==> src/rtl/store_align_pkg.sv <==
// Shared definitions for the store alignment unit: RISC-V store funct3
// encodings, the beat sequencing state type and store-size decode helpers.
package store_align_pkg;

  localparam logic [2:0] F3_SB = 3'b000;
  localparam logic [2:0] F3_SH = 3'b001;
  localparam logic [2:0] F3_SW = 3'b010;
  localparam logic [2:0] F3_SD = 3'b011;

  typedef enum logic [1:0] {
    IDLE  = 2'd0,
    BEAT0 = 2'd1,
    BEAT1 = 2'd2
  } sa_state_e;

  // Store size in bytes; 0 for encodings that are never a store.
  function automatic logic [3:0] f3_size(input logic [2:0] f3);
    logic [3:0] sz;
    case (f3)
      F3_SB:   sz = 4'd1;
      F3_SH:   sz = 4'd2;
      F3_SW:   sz = 4'd4;
      F3_SD:   sz = 4'd8;
      default: sz = 4'd0;
    endcase
    return sz;
  endfunction

  // SD only exists on a 64-bit datapath.
  function automatic logic f3_legal(input logic [2:0] f3, input logic is_rv64);
    return (f3 == F3_SB) || (f3 == F3_SH) || (f3 == F3_SW) ||
           ((f3 == F3_SD) && is_rv64);
  endfunction

endpackage

==> src/rtl/store_align_unit_if.sv <==
// Request and memory-beat bus of the store alignment unit.
// Handshake rule for both channels: a transfer happens on a rising clock edge
// where valid && ready; the source holds its payload stable while valid is
// high and ready is low, and ready may depend combinationally on valid.
// The slave modport is the alignment unit, the master modport is the
// environment (requester plus memory).
interface store_align_unit_if #(
  parameter int XLEN   = 32,
  parameter int ADDR_W = 32
);
  logic                req_valid;
  logic                req_ready;
  logic [ADDR_W-1:0]   req_addr;
  logic [2:0]          req_funct3;
  logic [XLEN-1:0]     req_data;
  logic                mem_valid;
  logic                mem_ready;
  logic [ADDR_W-1:0]   mem_addr;
  logic [XLEN/8-1:0]   mem_we;
  logic [XLEN-1:0]     mem_wdata;
  logic                misalign_err;
  logic                busy;

  modport slave (
    input  req_valid, req_addr, req_funct3, req_data, mem_ready,
    output req_ready, mem_valid, mem_addr, mem_we, mem_wdata, misalign_err, busy
  );

  modport master (
    output req_valid, req_addr, req_funct3, req_data, mem_ready,
    input  req_ready, mem_valid, mem_addr, mem_we, mem_wdata, misalign_err, busy
  );
endinterface

==> src/rtl/store_lane_shift.sv <==
// Combinational lane placement: builds a two-word-wide byte mask and
// shifted data for a store of `size` bytes at byte offset `off`. Bytes outside
// the mask are forced to zero so upper rs2 bits never reach memory.
module store_lane_shift #(
  parameter int XLEN = 32
) (
  input  logic [$clog2(XLEN/8)-1:0] off_i,
  input  logic [3:0]                size_i,
  input  logic [XLEN-1:0]           data_i,
  output logic [2*(XLEN/8)-1:0]     mask_o,
  output logic [2*XLEN-1:0]         data_o
);
  localparam int NB = XLEN / 8;

  logic [15:0]       ones;
  logic [15:0]       mask_wide;
  logic [2*XLEN-1:0] data_wide;

  assign ones      = (16'd1 << size_i) - 16'd1;
  assign mask_wide = ones << off_i;
  assign mask_o    = mask_wide[2*NB-1:0];
  assign data_wide = {{XLEN{1'b0}}, data_i} << {off_i, 3'b000};

  // Zero every byte lane that the mask does not enable.
  always_comb begin
    data_o = '0;
    for (int i = 0; i < 2 * NB; i++) begin
      data_o[8*i +: 8] = data_wide[8*i +: 8] & {8{mask_o[i]}};
    end
  end
endmodule

==> src/rtl/store_align_unit.sv <==
// Store alignment unit: turns a right-justified store request into one or
// two word-aligned memory write beats with byte enables. Word-crossing stores
// are split (MISALIGN_EN=1) or rejected with a one-cycle error pulse.
module store_align_unit
  import store_align_pkg::*;
#(
  parameter int XLEN        = 32,
  parameter int ADDR_W      = 32,
  parameter int MISALIGN_EN = 1
) (
  input  logic                clk,
  input  logic                reset,
  store_align_unit_if.slave   bus,
  output sa_state_e           state_dbg_o
);
  localparam int NB    = XLEN / 8;
  localparam int OFF_W = $clog2(NB);

  sa_state_e          state_q;
  logic [ADDR_W-1:0]  addr_q;
  logic [NB-1:0]      we_q;
  logic [XLEN-1:0]    wdata_q;
  logic [NB-1:0]      hi_we_q;
  logic [XLEN-1:0]    hi_data_q;
  logic               cross_q;
  logic               err_q;

  logic [OFF_W-1:0]   off;
  logic [3:0]         size;
  logic [4:0]         end_b;
  logic               crosses;
  logic               req_ok;
  logic [2*NB-1:0]    sh_mask;
  logic [2*XLEN-1:0]  sh_data;
  logic               mem_hs;
  logic               last_beat;
  logic               accept;

  // Request decode: size, offset, word crossing and legality.
  always_comb begin
    off     = bus.req_addr[OFF_W-1:0];
    size    = f3_size(bus.req_funct3);
    end_b   = 5'(off) + 5'(size);
    crosses = end_b > 5'(NB);
    req_ok  = f3_legal(bus.req_funct3, XLEN == 64) &&
              ((MISALIGN_EN != 0) || !crosses);
  end

  store_lane_shift #(.XLEN(XLEN)) u_lane_shift (
    .off_i  (off),
    .size_i (size),
    .data_i (bus.req_data),
    .mask_o (sh_mask),
    .data_o (sh_data)
  );

  // A new request may enter while the final beat of the previous one
  // handshakes, which keeps back-to-back stores bubble-free.
  assign mem_hs        = (state_q != IDLE) && bus.mem_ready;
  assign last_beat     = (state_q == BEAT1) || ((state_q == BEAT0) && !cross_q);
  assign bus.req_ready = (state_q == IDLE) || (mem_hs && last_beat);
  assign accept        = bus.req_valid && bus.req_ready;

  // Beat sequencer: loads both halves on acceptance, steps to the upper half
  // on a crossing store, holds everything while memory stalls.
  always_ff @(posedge clk) begin
    if (reset) begin
      state_q   <= IDLE;
      addr_q    <= '0;
      we_q      <= '0;
      wdata_q   <= '0;
      hi_we_q   <= '0;
      hi_data_q <= '0;
      cross_q   <= 1'b0;
      err_q     <= 1'b0;
    end else begin
      err_q <= 1'b0;
      if ((state_q == BEAT0) && mem_hs && cross_q) begin
        state_q <= BEAT1;
        addr_q  <= addr_q + ADDR_W'(NB);
        we_q    <= hi_we_q;
        wdata_q <= hi_data_q;
      end else if (bus.req_ready) begin
        if (accept && req_ok) begin
          state_q   <= BEAT0;
          addr_q    <= {bus.req_addr[ADDR_W-1:OFF_W], {OFF_W{1'b0}}};
          we_q      <= sh_mask[NB-1:0];
          wdata_q   <= sh_data[XLEN-1:0];
          hi_we_q   <= sh_mask[2*NB-1:NB];
          hi_data_q <= sh_data[2*XLEN-1:XLEN];
          cross_q   <= crosses;
        end else begin
          state_q <= IDLE;
          addr_q  <= '0;
          we_q    <= '0;
          wdata_q <= '0;
          err_q   <= accept;
        end
      end
    end
  end

  assign bus.mem_valid    = (state_q != IDLE);
  assign bus.busy         = (state_q != IDLE);
  assign bus.mem_addr     = addr_q;
  assign bus.mem_we       = we_q;
  assign bus.mem_wdata    = wdata_q;
  assign bus.misalign_err = err_q;
  assign state_dbg_o      = state_q;
endmodule

==> src/flat_wrapper.sv <==
// flat-port wrapper written by rule: the top's interface ports become plain ports
module store_align_unit_flat import store_align_pkg::*;
#(
  parameter int XLEN        = 32,
  parameter int ADDR_W      = 32,
  parameter int MISALIGN_EN = 1
)
  (clk, reset, state_dbg_o, bus_req_valid, bus_req_addr, bus_req_funct3, bus_req_data, bus_mem_ready, bus_req_ready, bus_mem_valid, bus_mem_addr, bus_mem_we, bus_mem_wdata, bus_misalign_err, bus_busy);
  store_align_unit_if #(.XLEN(XLEN), .ADDR_W(ADDR_W)) bus_i ();
  input  logic clk;
  input  logic reset;
  output sa_state_e state_dbg_o;
  input wire logic [$bits(bus_i.req_valid)-1:0] bus_req_valid;
  input wire logic [$bits(bus_i.req_addr)-1:0] bus_req_addr;
  input wire logic [$bits(bus_i.req_funct3)-1:0] bus_req_funct3;
  input wire logic [$bits(bus_i.req_data)-1:0] bus_req_data;
  input wire logic [$bits(bus_i.mem_ready)-1:0] bus_mem_ready;
  output wire logic [$bits(bus_i.req_ready)-1:0] bus_req_ready;
  output wire logic [$bits(bus_i.mem_valid)-1:0] bus_mem_valid;
  output wire logic [$bits(bus_i.mem_addr)-1:0] bus_mem_addr;
  output wire logic [$bits(bus_i.mem_we)-1:0] bus_mem_we;
  output wire logic [$bits(bus_i.mem_wdata)-1:0] bus_mem_wdata;
  output wire logic [$bits(bus_i.misalign_err)-1:0] bus_misalign_err;
  output wire logic [$bits(bus_i.busy)-1:0] bus_busy;
  assign bus_i.req_valid = bus_req_valid;
  assign bus_i.req_addr = bus_req_addr;
  assign bus_i.req_funct3 = bus_req_funct3;
  assign bus_i.req_data = bus_req_data;
  assign bus_i.mem_ready = bus_mem_ready;
  assign bus_req_ready = bus_i.req_ready;
  assign bus_mem_valid = bus_i.mem_valid;
  assign bus_mem_addr = bus_i.mem_addr;
  assign bus_mem_we = bus_i.mem_we;
  assign bus_mem_wdata = bus_i.mem_wdata;
  assign bus_misalign_err = bus_i.misalign_err;
  assign bus_busy = bus_i.busy;
  store_align_unit #(.XLEN(XLEN), .ADDR_W(ADDR_W), .MISALIGN_EN(MISALIGN_EN)) u_core (.clk(clk), .reset(reset), .bus(bus_i), .state_dbg_o(state_dbg_o));
endmodule
==> config.mk <==
export PLATFORM = sky130hd
export DESIGN_NAME = store_align_unit_flat
export DESIGN_NICKNAME = d
export VERILOG_FILES = /design/src/rtl/store_align_pkg.sv /design/src/rtl/store_align_unit_if.sv /design/src/rtl/store_lane_shift.sv /design/src/rtl/store_align_unit.sv /design/src/flat_wrapper.sv
export SDC_FILE = /design/constraint.sdc
export NUM_CORES = 1
export LEC_CHECK = 0
export ABC_AREA = 1
export CORE_ASPECT_RATIO = 0.5
export CORE_MARGIN = 2
export CORE_UTILIZATION = 35
export DETAILED_ROUTE_END_ITERATION = 6
export MAX_ROUTING_LAYER = met4
export SYNTH_ARGS = -nofsm -noshare
export SYNTH_HDL_FRONTEND = slang
export SYNTH_SLANG_ARGS = --single-unit
==> constraint.sdc <==
create_clock -name clk -period 6.05 [get_ports clk]
set_input_delay 1.21 -clock clk [delete_from_list [all_inputs] [get_ports clk]]
set_output_delay 1.21 -clock clk [all_outputs]
set_load 0.02 [all_outputs]
==> flow_metrics.py <==
metrics = {
    "place": {
        "portBuffers": 142,
        "gp_congestion": 0.891,
        "place_ws_ps": 2110,
        "placed_area_um2": 7400,
        "hpwl_um": 14400,
    },
    "clock_tree": {
        "cts_root_buf": "clkbuf_16",
        "cts_tree": "yes",
        "clkSinkCount": 98,
        "post_cts_buffers": 0,
        "clk_pin_slew_ps": 80,
        "cts-resized-gates": 0,
        "cts_made_buffers": 9,
        "clk_latency_ps": 350,
        "hold_buffers": 0,
        "cts_max_path_buffers": 2,
        "htree_levels": 3,
    },
    "global_route": {
        "grt_max_degree": 66,
        "antenna_found_initial": 0,
        "grt_usage_pct": 22.9,
        "grt_pass1_wl_um": 31700,
        "grt_pass1_vias": 6088,
        "grt_overflow": 0,
    },
    "floorplan": {
        "fp.dieH_um": 95.6,
        "coreArea_um2": 16400,
        "rows": 33,
        "die-area_um2": 17900,
        "pin_count": 145,
        "die_x_um": 187,
        "start_util_pct": 35.9,
    },
    "status": {
        "outcome": "finished, final reports clean",
    },
    "setup_path": {
        "r2r_start": "u_core.state_dbg_o[1]$_SDFFE_PP0P_",
        "cp.required_ps": 4840,
        "slowest_stage": "clkdlybuf4s50_1",
        "crit_arrival_ps": 2580,
        "start_kind": "input pin",
        "crit_type": "in -> out",
        "critical_path.max_fanout": 5,
        "crit_top_cell": "clkdlybuf4s50_1",
        "r2r.worst_path.cells": 8,
        "path_cells": "clkdlybuf4s50_1 -> nand2_1 -> nand2_4 -> clkdlybuf4s50_1",
        "cpPeakStageDelay_ps": 610,
        "end_kind": "output pin",
        "cp-startpoint": "bus_mem_ready",
        "reg2reg_slack_ps": 3770,
    },
    "layout": {
        "drive_gt1_share_pct": 4.26,
        "nFillCells": 1768,
        "finish.instance_area_um2": 7730,
        "fin_nets": 1150,
        "fin_util_pct": 47.2,
        "area_growth_pct": 31.5,
        "diodes": 0,
    },
    "timing": {
        "setup_ws_ps": 2260,
        "finalSetupViolCount": 0,
        "skew_ps": 11.5,
        "hold_violations": 0,
        "rsz0062_at_grt": "false",
        "drv_slew": 0,
        "worst_pin_slew_ps": 1090,
        "slew_headroom_pct": 26.8,
        "period_needed_ps": 3790,
        "tns_ps": 0,
        "finalCritPeriodShare_pct": 62.6,
        "max_freq_mhz": 264,
    },
    "detailed_routing": {
        "firstDrtPassIters": 5,
        "drt_wl_total_um": 19800,
        "drc_errors": 0,
        "wl_per_cell_um": 15.2,
        "antenna_left": 0,
        "vias_per_cell": 4.91,
        "vias": 6416,
        "drtIter0Drc": 400,
    },
    "logic_synthesis": {
        "synthesis.area_um2": 5880,
        "yosysUniqueCellTypes": 34,
        "synth-seq-area-share_pct": 33.4,
        "synth_cells": 963,
        "avgSynthCellArea_um2": 6.10,
        "ys_warn_count": 0,
        "synth_seq_cells": 98,
    },
    "power": {
        "power_uw": 1570,
        "powerDensity_nw_per_um2": 204,
        "cellLeakagePower_uw": 0.00298,
        "peakVddDrop_v": 0.000155,
    },
    "run": {
        "max-cap-violations": 0,
    },
    "min_path": {
        "hold_path_class": "reg -> reg",
        "min_path_cells": 2,
        "min_from": "u_core.bus.mem_wdata[31]$_SDFFE_PP0P_",
    },
}
[synthesized netlist by cell type]
| cell type | instances | area [um2] |
|---|---|---|
| nand3_4 | 1 | 17.5 |
| nand4_2 | 1 | 12.5 |
| o21ai_1 | 1 | 5.00 |
| o211ai_1 | 2 | 15.0 |
| buf_2 | 15 | 75.1 |
| buf_4 | 5 | 37.5 |
| nand3_1 | 50 | 250 |
| nand3_2 | 1 | 10.0 |
| nor2_2 | 3 | 18.8 |
| ha_1 | 4 | 50.1 |
| xnor2_1 | 1 | 8.76 |
| buf_1 | 5 | 18.8 |
| nand2_4 | 1 | 11.3 |
| xor2_1 | 5 | 43.8 |
| fa_1 | 1 | 20.0 |
| o21ai_0 | 69 | 345 |
| conb_1 | 1 | 3.75 |
| nand4_1 | 20 | 125 |
| nand2_1 | 363 | 1360 |
| or2_4 | 1 | 8.76 |
| nor2_4 | 2 | 22.5 |
| nor2_1 | 48 | 180 |
| a21oi_2 | 3 | 26.3 |
| a21oi_1 | 77 | 385 |
| dfxtp_1 | 98 | 1960 |
| inv_2 | 6 | 22.5 |
| or2_2 | 1 | 6.26 |
| inv_1 | 94 | 353 |
| nor3_1 | 19 | 95.1 |
| mux2i_1 | 8 | 80.1 |
| nand3b_1 | 6 | 45.0 |
| nand2_2 | 2 | 12.5 |
| a31oi_1 | 25 | 156 |
| clkbuf_1 | 24 | 90.1 |
[sequential cells by signal, indices dropped and copies added (netlist names)]
| register | flops |
|---|---|
| u_core.hi_data_q | 24 |
| u_core.bus.mem_addr | 30 |
| u_core.state_dbg_o | 2 |
| u_core.cross_q | 1 |
| u_core.bus.misalign_err | 1 |
| u_core.hi_we_q | 4 |
| u_core.bus.mem_wdata | 32 |
| u_core.bus.mem_we | 4 |
[placed cells by master (no fill, tap or decap), types with 3 or more instances in the layout]
cell type        instances
nand3b_1                 6
clkdlybuf4s50_1        140
nor3_1                  19
ha_1                     4
nor2_2                   3
dfxtp_1                 98
clkbuf_16                9
xor2_1                   5
inv_2                    6
a21oi_2                  3
a21oi_1                 77
inv_1                   94
inv_8                    3
buf_4                    6
nand2_1                363
o21ai_0                 69
nand4_1                 20
nor2_1                  48
nand3_1                 50
mux2i_1                  8
a31oi_1                 25
[metrics by stage]
stage                     cells  hold slack [ps]
after floorplan             964              444
after global placement     1290              456
after detailed placement   1290              456
after CTS                  1306              470
after global routing       1306              497
final                      1306              470
[power by group]
part | internal, uW | switching (uW) | total (uW)
sequential | 664 | 17.4 | 681
combinational | 104 | 151 | 255
clock | 339 | 299 | 638
[layer usage]
layer	share of wire, %	global-route usage (%)	up-vias
li1	-	-	3336
met1	49	28.9	2927
met2	46	40.0	135
met3	3.9	3.31	18
met4	0.93	3.97	0
met5	0	-	-
[worst paths after layout]
check | to
worst max-delay path | bus_req_ready
worst min-delay path | u_core.bus.mem_wdata[31]$_SDFFE_PP0P_
worst min register to register | u_core.bus.mem_wdata[31]$_SDFFE_PP0P_
worst max register to register | u_core.hi_we_q[2]$_SDFFE_PP0P_
[cells by family (layout without fill, tap and decap cells)]
group	count (synthesis)	count (layout)	synth area share, %
adders and majority gates	5	5	1.19
xor gates and xnor gates	6	6	0.894
DFF	98	98	33.4
muxes	8	8	1.36
buffers and inverters	149	264	10.2
other	1	2	0.0638
and+or+nand+nor	519	519	37.1
AOI/OAI and AO/OA	177	177	15.9
[critical path: cells and delay by family]
family	cells	cell delay, ps
buffers and inverters	2	1110
AND/OR/NAND/NOR	2	250
[final cells by class]
cell class / instances / area (um2) / area share (%)
timing repair buffer: 148 / 1460 / 18.8
clock inverter: 7 / 105 / 1.36
clock buffer: 9 / 225 / 2.91
multi-input combinational: 717 / 3320 / 43.0
tap: 227 / 284 / 3.67
sequential: 98 / 1960 / 25.4
inverter: 100 / 375 / 4.86
No activity file was read; power rests on OpenSTA's default activity.
